### src/rtl/laser_pkg.sv
// laser_pkg: state encodings and defaults shared by the rangefinder controller and echo responder
package laser_pkg;
  typedef enum logic [1:0] {IDLE, FLIGHT, ECHO} state_t;
  localparam int DEF_WIDTH = 16;
endpackage

### src/rtl/laser_rise_det.sv
// laser_rise_det: registered rising-edge detector; the delayed copy resets high so a held input is not an edge
module laser_rise_det (
  input  logic Clk,
  input  logic Rst,
  input  logic d,
  output logic shot
);
  logic d_q;
  always_ff @(posedge Clk) begin
    if (Rst) d_q <= 1'b1;
    else d_q <= d;
  end
  assign shot = d & ~d_q;
endmodule

### src/rtl/laser_echo_responder.sv
// laser_echo_responder: returns an echo strobe S a programmed 2*Dist cycles after each laser shot
module laser_echo_responder import laser_pkg::*; #(
  parameter int WIDTH  = DEF_WIDTH,
  parameter int ECHO_W = 1,
  parameter int CNT_W  = 8
) (
  input  logic             Clk,
  input  logic             Rst,
  input  logic             L,
  input  logic             En,
  input  logic [WIDTH-1:0] Dist,
  output logic             S,
  output logic             Busy,
  output logic             Drop,
  output logic [CNT_W-1:0] EchoCnt
);
  localparam int EW = ECHO_W > 1 ? $clog2(ECHO_W) : 1;
  state_t state, state_n;
  logic [WIDTH:0] ctr, ctr_n, n_rt;
  logic [EW-1:0] wctr, wctr_n;
  logic [CNT_W-1:0] cnt_n;
  logic s_n, drop_n, shot;
  laser_rise_det u_rise (.Clk(Clk), .Rst(Rst), .d(L), .shot(shot));
  // one extra bit so 2*Dist never wraps; zero distance still needs one cycle
  assign n_rt = Dist == '0 ? (WIDTH+1)'(1) : {Dist, 1'b0};
  always_comb begin
    state_n = state;
    ctr_n = ctr;
    wctr_n = wctr;
    s_n = S;
    drop_n = 1'b0;
    cnt_n = EchoCnt;
    case (state)
      IDLE: begin
        if (shot && En) begin
          ctr_n = n_rt - (WIDTH+1)'(1);
          state_n = FLIGHT;
        end
        drop_n = shot && !En;
      end
      FLIGHT: begin
        drop_n = shot;
        if (ctr == '0) begin
          s_n = 1'b1;
          wctr_n = EW'(ECHO_W - 1);
          state_n = ECHO;
        end else ctr_n = ctr - (WIDTH+1)'(1);
      end
      ECHO: begin
        drop_n = shot;
        if (wctr == '0) begin
          s_n = 1'b0;
          cnt_n = &EchoCnt ? EchoCnt : EchoCnt + CNT_W'(1);
          state_n = IDLE;
        end else wctr_n = wctr - EW'(1);
      end
      default: state_n = IDLE;
    endcase
  end
  always_ff @(posedge Clk) begin
    if (Rst) begin
      state <= IDLE;
      ctr <= '0;
      wctr <= '0;
      S <= 1'b0;
      Drop <= 1'b0;
      EchoCnt <= '0;
    end else begin
      state <= state_n;
      ctr <= ctr_n;
      wctr <= wctr_n;
      S <= s_n;
      Drop <= drop_n;
      EchoCnt <= cnt_n;
    end
  end
  assign Busy = state != IDLE;
endmodule

### config.mk
export PLATFORM = sky130hd
export DESIGN_NAME = laser_echo_responder
export DESIGN_NICKNAME = d
export VERILOG_FILES = /design/src/rtl/laser_pkg.sv /design/src/rtl/laser_rise_det.sv /design/src/rtl/laser_echo_responder.sv
export SDC_FILE = /design/constraint.sdc
export NUM_CORES = 1
export LEC_CHECK = 0
export CAP_MARGIN = 0
export CORE_MARGIN = 2
export CORE_UTILIZATION = 23
export CTS_CLUSTER_SIZE = 8
export DETAILED_ROUTE_END_ITERATION = 8
export PLACE_DENSITY_LB_ADDON = 0.15
export SKIP_CTS_REPAIR_TIMING = 1
export SYNTH_ARGS = -nofsm -noshare
export SYNTH_HDL_FRONTEND = slang
export SYNTH_SLANG_ARGS = --single-unit
### constraint.sdc
create_clock -name Clk -period 3.4 [get_ports Clk]
set_input_delay 0.68 -clock Clk [delete_from_list [all_inputs] [get_ports Clk]]
set_output_delay 0.68 -clock Clk [all_outputs]
set_load 0.02 [all_outputs]
==> results_dict.tcl <==
set metrics [dict create \
    met3_length_um 314 \
    viasPerCell 5.152 \
    die_y_um 102.8 \
    synth.yosys.warnings 0 \
    die-area_mm2 0.01057 \
    yosys.area.top_type_share_pct 26.76 \
    max_slew.worst_pin.slew_ns 0.5928 \
    cts_root_buf "clkbuf_8" \
    placed_area_mm2 0.002780 \
    status "complete, no violations" \
    drtAntennaViolNets 0 \
    drive_above_1_share_pct 14.63 \
    fin_crit_sh_pct 88.68 \
    grt_max_degree 30 \
    grt_pass1_vias 2313 \
    yosysTopAreaCell "dfxtp_1" \
    vias 2375 \
    fin_skew_ns 0.008514 \
    overflow 0 \
    ys.flop_type "dfxtp_1" \
    synth_area_mm2 0.002245 \
    seq_area_um2 600.6 \
    cts_tree "built" \
    routabilityCongestion 0.7872 \
    ys_types 63 \
    io_buffers 30 \
    worstSetupEndpointType "flip-flop" \
    drtIter0Drc 120 \
    core.rowCount 36 \
    clkTransAtPathRegs_ns 0.08 \
    crit_fanout 6 \
    crit_family "simple AND/OR/NAND/NOR gates" \
    hold_viol 0 \
    route.detailed.drc 0 \
    crit_chain "clkdlybuf4s50_1 -> nor4_1 -> nand3_1 -> o21a_1 -> ha_1 -> o211ai_2 -> nor2_1 -> and3_1 -> a311o_1" \
    multi_input_comb_area_mm2 0.001544 \
    ys_top_cells_by_count "dfxtp_1, nand2_1, nor2_1" \
    synthToLayoutAreaGrowth_pct 28.09 \
    drt-pass1-iter-count 4 \
    rsz0062_at_grt "no" \
    final-setup-viol-count 0 \
    n_fill_cell 1078 \
    critPathLaunchType "input pin" \
    synthArstFlopShare_pct 0 \
    clock_latency_ns 0.28 \
    switchingPower_mw 0.3081 \
    p_clk_share_pct 33.6 \
    fin_nets 353 \
    die_x_um 102.8 \
    cts.sinks 30 \
    grt_first_pass_wirelength_mm 11.97 \
    arrival_ns 3.19 \
    highest_layer "met4" \
    hp-class "reg2reg" \
    synth-edff-count 0 \
    cp_slowest_cell "nor4_1" \
    pwr-share-comb_pct 25.8 \
    diodes 0 \
    wl_met1_mm 3.710 \
    dr_wl_met2_mm 3.151 \
    setup_tns_ns 0 \
    cap_violations 0 \
    syn-num-nets 312 \
    sw_frac_of_total_pct 32.88 \
    slew_headroom_pct 60.06 \
    avgSynthCellArea_um2 7.848 \
    vdd_drop_max_mv 0.1294 \
    period_needed_ns 3.015 \
    h-tree-depth 2 \
    track_usage_pct 14.41 \
    antenna_found_initial 0 \
    seq_area_frac_synth_pct 26.76 \
    path_buf_inv 1 \
    start_util_pct 23.29 \
    required_ns 3.58 \
    critPathKind "in2reg" \
    yosysMostFrequentCell "dfxtp_1" \
    fin_area_mm2 0.002875 \
    wirelength_mm 7.237 \
    clock_path_buffers 2 \
    ys_ff_latch 30 \
    slowest_delay_ns 0.50 \
    ios 31 \
    dpl.hpwl_mm 5.264 \
    wl_per_cell_um 15.70 \
    numCtsBuffers 5 \
    core_mm2 0.009639 \
    timing.fmax_mhz 331.6 \
    power_density_mw_per_mm2 325.9 \
    syn-instance-count 286 \
    seqPwrFrac_pct 40.6 \
    p_leak_nw 0.9205 \
    synth_area_leaders "dfxtp_1, a21oi_1, o21ai_0, nand2_1, nor4_1" \
    slew_viol_final 0 \
    intPower_mw 0.6289 \
]
registers in the layout, summed over array words and instances, names as in the netlist:
| signal | count |
|---|---|
| Drop | 1 |
| S | 1 |
| u_rise.d_q | 1 |
| state | 2 |
| ctr | 17 |
| EchoCnt | 8 |
cell type report:
cell class                      instances  area share (%)
Clock buffer                            6           2.872
Clock inverter                          2          0.4352
Inverter                                9           1.175
Multi-Input combinational cell        233           53.70
Sequential cell                        30           20.89
Tap cell                              133           5.788
Timing Repair Buffer                   48           15.14
power groups by stage:
| stage | clock network, mW | logic [mW] | registers, mW |
|---|---|---|---|
| after CTS | 0.332 | 0.242 | 0.380 |
| after detailed placement | 0 | 0.241 | 0.388 |
| after global placement | 0 | 0.242 | 0.389 |
| after global routing | 0.344 | 0.267 | 0.384 |
| after floorplan | 0 | 0.145 | 0.387 |
| final | 0.315 | 0.242 | 0.381 |
logic make-up after synthesis:
logic type,count (synthesis),share of synthesized area [%]
mux,9,4.292
compound gates,92,28.09
xor+xnor,12,4.682
fa+ha+maj,6,3.344
buf+inv,23,4.570
simple gates,114,28.26
flops,30,26.76
path summary, 6_finish.rpt:
path / from / cells after the start / endpoint / slack, ns
worst max-delay path: Dist[12] / 9 / ctr[14] / 0.38
worst min-delay path: ctr[11] / 2 / ctr[11] / 0.50
worst max register to register: state[1] / 10 / ctr[16] / 0.73
worst min register to register: ctr[11] / 2 / ctr[11] / 0.50
per-layer routing:
metal / track usage (%) / vias to the layer above
met4: 2.530 / 0
li1: - / 1163
met2: 23.13 / 54
met3: 2.847 / 6
met5: 0 / -
met1: 20.32 / 1152
tightest hold or removal path, stage by stage (launching register included):
cell     delay [ns]
dfxtp_1        0.33
nand3_1        0.07
o31ai_1        0.05
through the flow:
step	power (mW)	instances	setup WS, ns	hold slack, ns	utilization, %
6_report	0.9370	461	0.3847	0.4954	29.83
5_1_grt	0.9943	461	0.1667	0.5230	29.83
4_1_cts	0.9552	461	0.4441	0.5055	29.83
3_5_place_dp	0.6298	453	0.1268	0.4891	28.84
3_3_place_gp	0.6310	453	0.1865	0.4882	28.84
2_1_floorplan	0.5325	286	0.8775	0.4676	-
cell usage in the layout, fill, tap and decap left out, drive strengths merged, types with 2 or more instances in the layout:
master | Yosys | routed
clkdlybuf4s50 | 0 | 30
o21a | 4 | 4
xnor2 | 7 | 7
nand2 | 27 | 27
nand3 | 7 | 7
a22oi | 3 | 3
nor4 | 15 | 15
nand4 | 6 | 6
nand2b | 4 | 4
clkbuf | 6 | 6
or3 | 4 | 4
or3b | 2 | 2
a31oi | 3 | 3
or4 | 3 | 3
a2bb2oi | 3 | 3
nor4b | 2 | 2
inv | 9 | 9
o31a | 4 | 4
a21boi | 3 | 3
o211ai | 5 | 5
buf | 8 | 18
xor2 | 5 | 5
mux2i | 7 | 7
nor2 | 25 | 25
o31ai | 3 | 3
mux2 | 2 | 2
a21oi | 22 | 22
o21ai | 24 | 24
a311o | 2 | 2
dfxtp | 30 | 30
ha | 6 | 6
a211oi | 3 | 3
or2 | 3 | 3
nor3 | 12 | 12
Power figures use the tool's default switching activity.
